[src/rtl/alu_muldiv_seq.sv]
// Multi-cycle ALU: single-cycle logic/arith ops plus iterative MUL/MULHU and, with
// ALU_MULDIV_DIV_EN defined, restoring DIVU/REMU. Valid/ready on both sides.
module alu_muldiv_seq #(
  parameter int WIDTH = 32,
  parameter int CNT_W = $clog2(WIDTH) + 1
) (
  input  logic             clk,
  input  logic             rst,
  input  logic             in_valid,
  output logic             in_ready,
  input  logic [WIDTH-1:0] A,
  input  logic [WIDTH-1:0] B,
  input  logic [3:0]       ALUControl,
  output logic             out_valid,
  input  logic             out_ready,
  output logic [WIDTH-1:0] Result,
  output logic             Carry,
  output logic             OverFlow,
  output logic             Zero,
  output logic             Negative
);
  // state  | meaning
  // S_IDLE | waiting for an op, in_ready=1
  // S_BUSY | one mul/div iteration per cycle, cnt counts down to 0
  // S_DONE | result held, out_valid=1 until out_ready
  typedef enum logic [1:0] {S_IDLE, S_BUSY, S_DONE} state_t;

  localparam logic [3:0] OP_ADD   = 4'b0000;
  localparam logic [3:0] OP_SUB   = 4'b0001;
  localparam logic [3:0] OP_AND   = 4'b0010;
  localparam logic [3:0] OP_OR    = 4'b0011;
  localparam logic [3:0] OP_XOR   = 4'b0100;
  localparam logic [3:0] OP_SLT   = 4'b0101;
  localparam logic [3:0] OP_MUL   = 4'b1000;
  localparam logic [3:0] OP_MULHU = 4'b1001;
  localparam logic [3:0] OP_DIVU  = 4'b1100;
  localparam logic [3:0] OP_REMU  = 4'b1101;

  state_t               state_q, state_d;
  logic [CNT_W-1:0]     cnt_q, cnt_d;
  logic                 hi_q, hi_d;
  logic [WIDTH-1:0]     a_q, a_d;
  logic [2*WIDTH-1:0]   prod_q, prod_d;
  logic [WIDTH-1:0]     res_q, res_d;
  logic                 carry_q, carry_d, ov_q, ov_d, zero_q, zero_d, neg_q, neg_d;
  logic                 out_valid_q, out_valid_d;

  logic [WIDTH:0]       add_full, sub_full, mul_sum;
  logic                 add_ov, sub_ov;
  logic [2*WIDTH-1:0]   prod_nx;
  logic                 fin, fin_carry, fin_ov;
  logic [WIDTH-1:0]     fin_res;

  assign add_full = {1'b0, A} + {1'b0, B};
  assign sub_full = {1'b0, A} + {1'b0, ~B} + {{WIDTH{1'b0}}, 1'b1};
  assign add_ov   = (A[WIDTH-1] == B[WIDTH-1]) & (add_full[WIDTH-1] != A[WIDTH-1]);
  assign sub_ov   = (A[WIDTH-1] != B[WIDTH-1]) & (sub_full[WIDTH-1] != A[WIDTH-1]);

  // Shift-add: multiplier sits in the low half and is consumed LSB first.
  assign mul_sum = {1'b0, prod_q[2*WIDTH-1:WIDTH]} + {1'b0, {WIDTH{prod_q[0]}} & a_q};
  assign prod_nx = {mul_sum, prod_q[WIDTH-1:1]};

`ifdef ALU_MULDIV_DIV_EN
  logic                 div_q, div_d;
  logic [WIDTH-1:0]     b_q, b_d, rem_q, rem_d, quo_q, quo_d, rem_nx, quo_nx;
  logic [WIDTH:0]       div_trial;
  logic                 div_ge;

  // B==0 falls out naturally: every trial succeeds, giving all-ones quotient and rem=A.
  assign div_trial = {rem_q, quo_q[WIDTH-1]};
  assign div_ge    = div_trial >= {1'b0, b_q};
  assign rem_nx    = div_trial[WIDTH-1:0] - ({WIDTH{div_ge}} & b_q);
  assign quo_nx    = {quo_q[WIDTH-2:0], div_ge};
`endif

  always_comb begin
    state_d     = state_q;
    cnt_d       = cnt_q;
    hi_d        = hi_q;
    a_d         = a_q;
    prod_d      = prod_q;
    res_d       = res_q;
    carry_d     = carry_q;
    ov_d        = ov_q;
    zero_d      = zero_q;
    neg_d       = neg_q;
    out_valid_d = out_valid_q;
    fin         = 1'b0;
    fin_res     = '0;
    fin_carry   = 1'b0;
    fin_ov      = 1'b0;
`ifdef ALU_MULDIV_DIV_EN
    div_d = div_q;
    b_d   = b_q;
    rem_d = rem_q;
    quo_d = quo_q;
`endif
    case (state_q)
      S_IDLE: if (in_valid) begin
        hi_d = ALUControl[0];
        fin  = 1'b1;
        case (ALUControl)
          OP_ADD: begin
            fin_res   = add_full[WIDTH-1:0];
            fin_carry = add_full[WIDTH];
            fin_ov    = add_ov;
          end
          OP_SUB: begin
            fin_res   = sub_full[WIDTH-1:0];
            fin_carry = sub_full[WIDTH];
            fin_ov    = sub_ov;
          end
          OP_AND: fin_res = A & B;
          OP_OR:  fin_res = A | B;
          OP_XOR: fin_res = A ^ B;
          OP_SLT: fin_res = {{(WIDTH-1){1'b0}}, sub_full[WIDTH-1] ^ sub_ov};
          OP_MUL, OP_MULHU: begin
            fin     = 1'b0;
            state_d = S_BUSY;
            cnt_d   = CNT_W'(WIDTH - 1);
            a_d     = A;
            prod_d  = {{WIDTH{1'b0}}, B};
`ifdef ALU_MULDIV_DIV_EN
            div_d   = 1'b0;
`endif
          end
`ifdef ALU_MULDIV_DIV_EN
          OP_DIVU, OP_REMU: begin
            fin     = 1'b0;
            state_d = S_BUSY;
            cnt_d   = CNT_W'(WIDTH - 1);
            div_d   = 1'b1;
            b_d     = B;
            quo_d   = A;
            rem_d   = '0;
          end
`endif
          default: fin_res = '0;
        endcase
      end
      S_BUSY: begin
        cnt_d   = cnt_q - CNT_W'(1);
        prod_d  = prod_nx;
        fin_res = hi_q ? prod_nx[2*WIDTH-1:WIDTH] : prod_nx[WIDTH-1:0];
`ifdef ALU_MULDIV_DIV_EN
        rem_d = rem_nx;
        quo_d = quo_nx;
        if (div_q) fin_res = hi_q ? rem_nx : quo_nx;
`endif
        fin = (cnt_q == '0);
      end
      S_DONE: if (out_ready) begin
        state_d     = S_IDLE;
        out_valid_d = 1'b0;
      end
      default: state_d = S_IDLE;
    endcase
    // Result and flags are only ever written on entry to DONE.
    if (fin) begin
      state_d     = S_DONE;
      out_valid_d = 1'b1;
      res_d       = fin_res;
      carry_d     = fin_carry;
      ov_d        = fin_ov;
      zero_d      = (fin_res == '0);
      neg_d       = fin_res[WIDTH-1];
    end
  end

  always_ff @(posedge clk or posedge rst) begin
    if (rst) begin
      state_q     <= S_IDLE;
      cnt_q       <= '0;
      hi_q        <= 1'b0;
      a_q         <= '0;
      prod_q      <= '0;
      res_q       <= '0;
      carry_q     <= 1'b0;
      ov_q        <= 1'b0;
      zero_q      <= 1'b0;
      neg_q       <= 1'b0;
      out_valid_q <= 1'b0;
`ifdef ALU_MULDIV_DIV_EN
      div_q       <= 1'b0;
      b_q         <= '0;
      rem_q       <= '0;
      quo_q       <= '0;
`endif
    end else begin
      state_q     <= state_d;
      cnt_q       <= cnt_d;
      hi_q        <= hi_d;
      a_q         <= a_d;
      prod_q      <= prod_d;
      res_q       <= res_d;
      carry_q     <= carry_d;
      ov_q        <= ov_d;
      zero_q      <= zero_d;
      neg_q       <= neg_d;
      out_valid_q <= out_valid_d;
`ifdef ALU_MULDIV_DIV_EN
      div_q       <= div_d;
      b_q         <= b_d;
      rem_q       <= rem_d;
      quo_q       <= quo_d;
`endif
    end
  end

  assign in_ready  = (state_q == S_IDLE);
  assign out_valid = out_valid_q;
  assign Result    = res_q;
  assign Carry     = carry_q;
  assign OverFlow  = ov_q;
  assign Zero      = zero_q;
  assign Negative  = neg_q;
endmodule

[config.mk]
export PLATFORM = sky130hd
export DESIGN_NAME = alu_muldiv_seq
export DESIGN_NICKNAME = d
export VERILOG_FILES = /design/src/rtl/alu_muldiv_seq.sv
export SDC_FILE = /design/constraint.sdc
export NUM_CORES = 1
export LEC_CHECK = 0
export CAP_MARGIN = 20
export CORE_AREA = 2 2 189 154
export CTS_BUF_LIST = sky130_fd_sc_hd__clkbuf_4
export DETAILED_ROUTE_END_ITERATION = 16
export DIE_AREA = 0 0 191 156
export DONT_BUFFER_PORTS = 1
export PLACE_DENSITY_LB_ADDON = 0.3
export SYNTH_ARGS = -nofsm -noshare
export SYNTH_HDL_FRONTEND = slang
export SYNTH_SLANG_ARGS = --single-unit
[constraint.sdc]
create_clock -name clk -period 4.5 [get_ports clk]
set_clock_uncertainty 0.1 [all_clocks]
set_input_delay 0.45 -clock clk [delete_from_list [all_inputs] [get_ports clk]]
set_output_delay 0.45 -clock clk [all_outputs]
set_load 0.1 [all_outputs]
==> flow_summary.yaml, run 1 <==
detailed_routing:
  drc: 0
  drt_iter0_drc: 2025
  postRouteWirelength_mm: 54.18
  first_pass_iters: 8
  vias_per_cell: 6.392
  ant_nets: 0
  wl_per_cell_um: 23.76
  num_vias: 14570
logic_synthesis:
  ys.flop_type: "dfrtp_1"
  postSynthAreaPerCell_um2: 7.696
  synth_common_cells: "a21oi_1, nand2_1, nor2_1, o21ai_0, dfrtp_1"
  ys_seq_elements: 141
  synth_most_common_cell: "a21oi_1"
  synth_cell_types: 90
  synthArstFlopShare: 1.000
  ys_top_cells_by_area: "dfrtp_1, ha_1, a21oi_1"
  netlist_instances: 1787
  synth_nets: 2002
  yosysSeqAreaShare: 0.2566
  yosysWarnings: 0
  synth_top_cell_by_area: "dfrtp_1"
  synth_edf_count: 0
  synth_area_um2: 13750
  yosys.area.top_type_share: 0.2566
die:
  die-height_um: 156
  io-pin-count: 110
  start_util: 0.4935
  core_area_um2: 27870
  fp.dieW_um: 191
  die-area_um2: 29800
  fp-row-count: 55
sta:
  post-route-period-util: 1.020
  finalMaxSlewViolations: 0
  post-route-min-period_ns: 4.590
  setup_ws_ns: -0.09017
  tns_ns: -0.09017
  slew_headroom: 0.2717
  hold_violations: 0
  max_freq_mhz: 217.9
  rsz0062_at_grt: "true"
  setup_violations: 1
  tightest_slew_ns: 1.092
power:
  design_power_total_mw: 6.414
  vdd_drop_max_v: 0.0002023
  power_density_nw_per_um2: 402.9
  leakage_nw: 7.304
run_status:
  violations: "setup timing"
  status: "finished with violations"
clock_network:
  ctsRootBufferMaster: "clkbuf_4"
  cts_htree_levels: 4
  cts_made_buffers: 17
  clk_latency_ns: 0.59
  cts_tree: "yes"
  path_clk_slew_ns: 0.14
  cts_buffer_depth: 2
  clock_sinks: 141
job:
  maxCapViolCount: 0
critical_path:
  path_max_fanout: 3
  critPathRequiredTime_ns: 4.90
  path_class: "input pin to register"
  worstSetupStartpointType: "input pin"
  cp_data_arrival_time_ns: 4.99
  worstSetupEndpointType: "register"
cells_and_area:
  regArea_um2: 3530
  design_area_um2: 15920
  synthToLayoutAreaGrowth_pct: 15.75
  fillers: 2615
  layout.nets: 2111
  drive_gt1_frac: 0.1708
  multiInputGateArea_um2: 9605
place:
  globalplace.congestion: 1.054
  dp_slack_ns: -0.6335
  post_dp_cell_area_um2: 15220
  port_buffers: 0
  dp_hpwl_mm: 41.99
min_path:
  worstHoldPathType: "input pin to register"
global_route:
  antenna_found_initial: 2
  grt_max_degree: 101
  grt_pass1_wl_mm: 80.66
  overflow: 0
  grtUsageTotal: 0.3593
  grt_pass1_vias: 13500
sequential cells by signal, indices dropped and copies added, names as in the netlist:
register / cells
prod_q: 64
Carry: 1
cnt_q: 6
Zero: 1
out_valid: 1
OverFlow: 1
state_q: 2
a_q: 32
hi_q: 1
Result: 32
metrics by stage:
stage / utilization / hold slack [ns] / cells
after floorplan: - / 0.3418 / 1787
after global placement: 0.5462 / 0.3325 / 2234
after detailed placement: 0.5462 / 0.3326 / 2234
after CTS: 0.5606 / 0.01359 / 2274
after global routing: 0.5712 / 0.01506 / 2280
final: 0.5712 / 0.03922 / 2280
timing repair:
action                     in CTS  in global routing
pin swaps                       0                 22
hold endpoints to repair       73                  0
hold buffers                    8                  0
buffers inserted                0                  4
gates resized for setup         3                 48
setup endpoints to repair       1                  1
worst max-delay path, cell delays in order:
cell	delay [ns]
inv_2	0.03
ha_4	0.25
o21bai_4	0.13
nand4_1	0.18
a211oi_2	0.35
a211oi_2	0.17
o311ai_2	0.35
a31oi_1	0.17
nor2_1	0.16
nor2_1	0.09
o21bai_2	0.19
fa_2	0.27
and3_4	0.19
o311ai_2	0.08
nand4b_1	0.23
nor4_2	0.31
nand3_1	0.13
nor4_2	0.28
nand4_1	0.20
or4_4	0.57
o41ai_4	0.20
area by class of cell:
| cell class | count | share of cell area |
|---|---|---|
| multi-input cells | 1419 | 0.6034 |
| flip-flops and latches | 141 | 0.2217 |
| clock inverters | 12 | 0.01022 |
| repair buffers | 201 | 0.09723 |
| well taps | 370 | 0.02908 |
| inverters | 116 | 0.02877 |
| clock buffers | 20 | 0.009432 |
| diodes | 1 | 0.0001572 |
power breakdown:
| part | leakage [nW] | switching [mW] | internal (mW) |
|---|---|---|---|
| registers | 1.80 | 0.993 | 1.70 |
| logic | 5.34 | 1.68 | 1.10 |
| clock network | 0.158 | 0.521 | 0.410 |
kinds of logic (layout without fill, tap and decap cells):
kind of cell               Yosys count  count (layout)  synth area share
AOI/OAI and AO/OA                  633             633            0.2998
adders and majority gates          143             143            0.1323
buffers and inverters              227             349           0.06487
DFF                                141             141            0.2565
other                                0               1                 0
muxes                               34              34           0.02602
xor gates and xnor gates            39              39           0.02484
and+or+nand+nor                    570             570            0.1957
final timing paths:
check	depth (start not counted)	startpoint	to	slack (ns)
worst max register to register	15	prod_q[0]	Zero	-0.05
max in group asynchronous	3	rst	a_q[13]	3.01
worst min-delay path	3	A[31]	OverFlow	0.04
worst max-delay path	21	A[1]	Zero	-0.09
worst min register to register	2	a_q[23]	a_q[23]	0.39
min in group asynchronous	2	rst	prod_q[58]	0.31
layer usage:
metal	wire, µm	global-route usage	share of wire	vias up
met2	21170	0.4810	0.39	839
met5	105	0.02676	0.0019	-
met3	7302	0.1212	0.13	100
met1	24380	0.5407	0.45	6960
li1	-	-	-	6673
met4	1224	0.08675	0.023	2
cell usage in the layout, fill, tap and decap left out, drive strengths merged, types with 37 or more instances in the layout:
master,netlist,final
nand2,193,193
dfrtp,141,141
ha,139,139
nor2,157,157
inv,114,113
nand3,37,37
o21ai,157,157
a21oi,196,196
buf,29,193
and2,40,40
(Power assumes the default switching activity.)
==> run 2, diff against run 1 <==
==> constraint.sdc (replaced) <==
create_clock -name clk -period 4.5 [get_ports clk]
set_clock_uncertainty 0.1 [all_clocks]
set_input_delay 0.9 -clock clk [delete_from_list [all_inputs] [get_ports clk]]
set_output_delay 0.9 -clock clk [all_outputs]
set_load 0.1 [all_outputs]
==> flow_summary.yaml, run 2 (same netlist as run 1, synthesis figures left out) <==
power:
  vdd_drop_max_v: 0.0002304
  power_density_nw_per_um2: 397.5
  leakage_nw: 7.750
die:
  io-pin-count: 110
  fp.dieW_um: 191
  core_area_um2: 27870
  fp-row-count: 55
  die-height_um: 156
  die-area_um2: 29800
  start_util: 0.4935
clock_network:
  ctsRootBufferMaster: "clkbuf_4"
  cts_tree: "yes"
  clk_latency_ns: 0.59
  cts_htree_levels: 4
  cts_made_buffers: 17
  clock_sinks: 141
  cts_buffer_depth: 2
  path_clk_slew_ns: 0.13
min_path:
  worstHoldPathType: "input pin to asynchronous set/reset pin"
detailed_routing:
  vias_per_cell: 6.272
  first_pass_iters: 8
  drt_iter0_drc: 1607
  wl_per_cell_um: 23.02
  ant_nets: 0
  drc: 0
  num_vias: 14830
  postRouteWirelength_mm: 54.44
global_route:
  grtUsageTotal: 0.3629
  met3_usage: 0.1125
  overflow: 0
  met2_usage: 0.4934
  busiest_layer: "met1"
  antenna_found_initial: 5
  grt_max_degree: 114
  grt_pass1_wl_mm: 81.46
  grt_pass1_vias: 13780
  use_met1: 0.5477
cells_and_area:
  synthToLayoutAreaGrowth_pct: 18.68
  largest_register_ffs: 64
  layout_common_cells: "buf_4, a21oi_1, nand2_1"
  top_register: "prod_q"
  layout.nets: 2196
  final_common_cell: "buf_4"
  design_area_um2: 16320
  drive_gt1_frac: 0.1902
  final_util: 0.5856
critical_path:
  critPathMaxStageDelay_ns: 0.46
  cp_data_arrival_time_ns: 5.31
  path_max_fanout: 3
  worstSetupEndpointType: "register"
  critPathRequiredTime_ns: 4.89
  cp_cell_sequence: "inv_1 > ha_1 > o21bai_1 > nand4_1 > a211oi_2 > a211oi_2 > o311ai_2 > a31oi_1 > nor2_1 > nor2_1 > o21bai_1 > fa_1 > and3_1 > o311ai_0 > nand4b_1 > nor4_2 > nand3_1 > nor4_2 > nand4_1 > or4_1 > o41ai_2"
  path_class: "input pin to register"
  crit_slowest_cell: "or4_1"
  worstSetupStartpointType: "input pin"
sta:
  setup_ws_ns: -0.4214
  rsz0062_at_grt: "true"
  post-route-period-util: 1.094
  slew_headroom: 0.2956
  post-route-min-period_ns: 4.921
  hold_violations: 0
  tightest_slew_ns: 1.055
  finalMaxSlewViolations: 0
  tns_ns: -0.4214
  setup_violations: 1
  max_freq_mhz: 203.2
run_status:
  status: "finished with violations"
  violations: "setup timing"
place:
  post_dp_cell_area_um2: 15970
  port_buffers: 0
  dp_hpwl_mm: 43.47
  globalplace.congestion: 0.9954
  dp_slack_ns: -0.9558
job:
  maxCapViolCount: 0
## run 2: cell types whose count changed in the layout (fill, tap and decap cells not counted), sizes merged
cell and change:
buf +92, bufinv +1, clkbuf -2, clkinv +2, clkinvlp -5, diode +1, dlygate4sd3 -7, dlymetal6s2s +1
dlymetal6s4s -1, inv +3
## run 2: critical path: cells and delay by family
| kind | cells | cell delay, ns |
|---|---|---|
| AO/OA/AOI/OAI | 8 | 1.84 |
| buffers and inverters | 1 | 0.03 |
| AND/OR/NAND/NOR | 10 | 1.96 |
| adder cells (fa/ha/maj) | 2 | 0.56 |
## run 2: layout make-up
type                            instances  area (µm²)
Clock inverter                         13       190.2
Fill cell                            2656       11550
Antenna cell                            2       5.005
Sequential cell                       141        3530
Timing Repair Buffer                  286        2165
Clock buffer                           18       135.1
Tap cell                              370       462.9
Inverter                              116       439.2
Multi-Input combinational cell       1419        9395
## run 2: what timing repair did
item | 4_1_cts | 5_1_grt
resized for setup | 0 | 3
setup buffers | 0 | 0
setup endpoints to repair | 1 | 3
hold buffers | 0 | 0
pin swaps | 0 | 2
gates cloned | 0 | 0
## run 2: per-stage QoR
stage	instances	hold slack, ns	total power, mW
6_report	2365	0.1572	6.488
5_1_grt	2364	0.1966	6.851
3_5_place_dp	2331	0.3635	5.445
3_3_place_gp	2331	0.3546	5.373
2_1_floorplan	1787	0.3418	4.395
4_1_cts	2362	0.1622	6.404
## run 2: path summary, 6_finish.rpt
kind                                from         end  slack (ns)  depth (start not counted)
max                                 A[1]        Zero       -0.42                         21
min                                  rst  prod_q[35]        0.16                          1
max reg2reg                    prod_q[0]        Zero       -0.19                         15
min reg2reg                      a_q[16]     a_q[16]        0.39                          2
max in group asynchronous            rst  Result[31]        3.11                          2
min in group clk           ALUControl[0]        hi_q        0.36                          2
## run 2: metal layers
layer / wire [µm] / vias to the layer above / part of all wire
li1: - / 6835 / -
met4: 1082 / 0 / 0.020
met2: 21400 / 801 / 0.39
met1: 24810 / 7121 / 0.46
met3: 7154 / 77 / 0.13
met5: 0 / - / 0
## run 2: power by group
group	internal, mW	switching (mW)
clock network	0.449	0.511
registers	1.70	0.995
logic	1.14	1.69
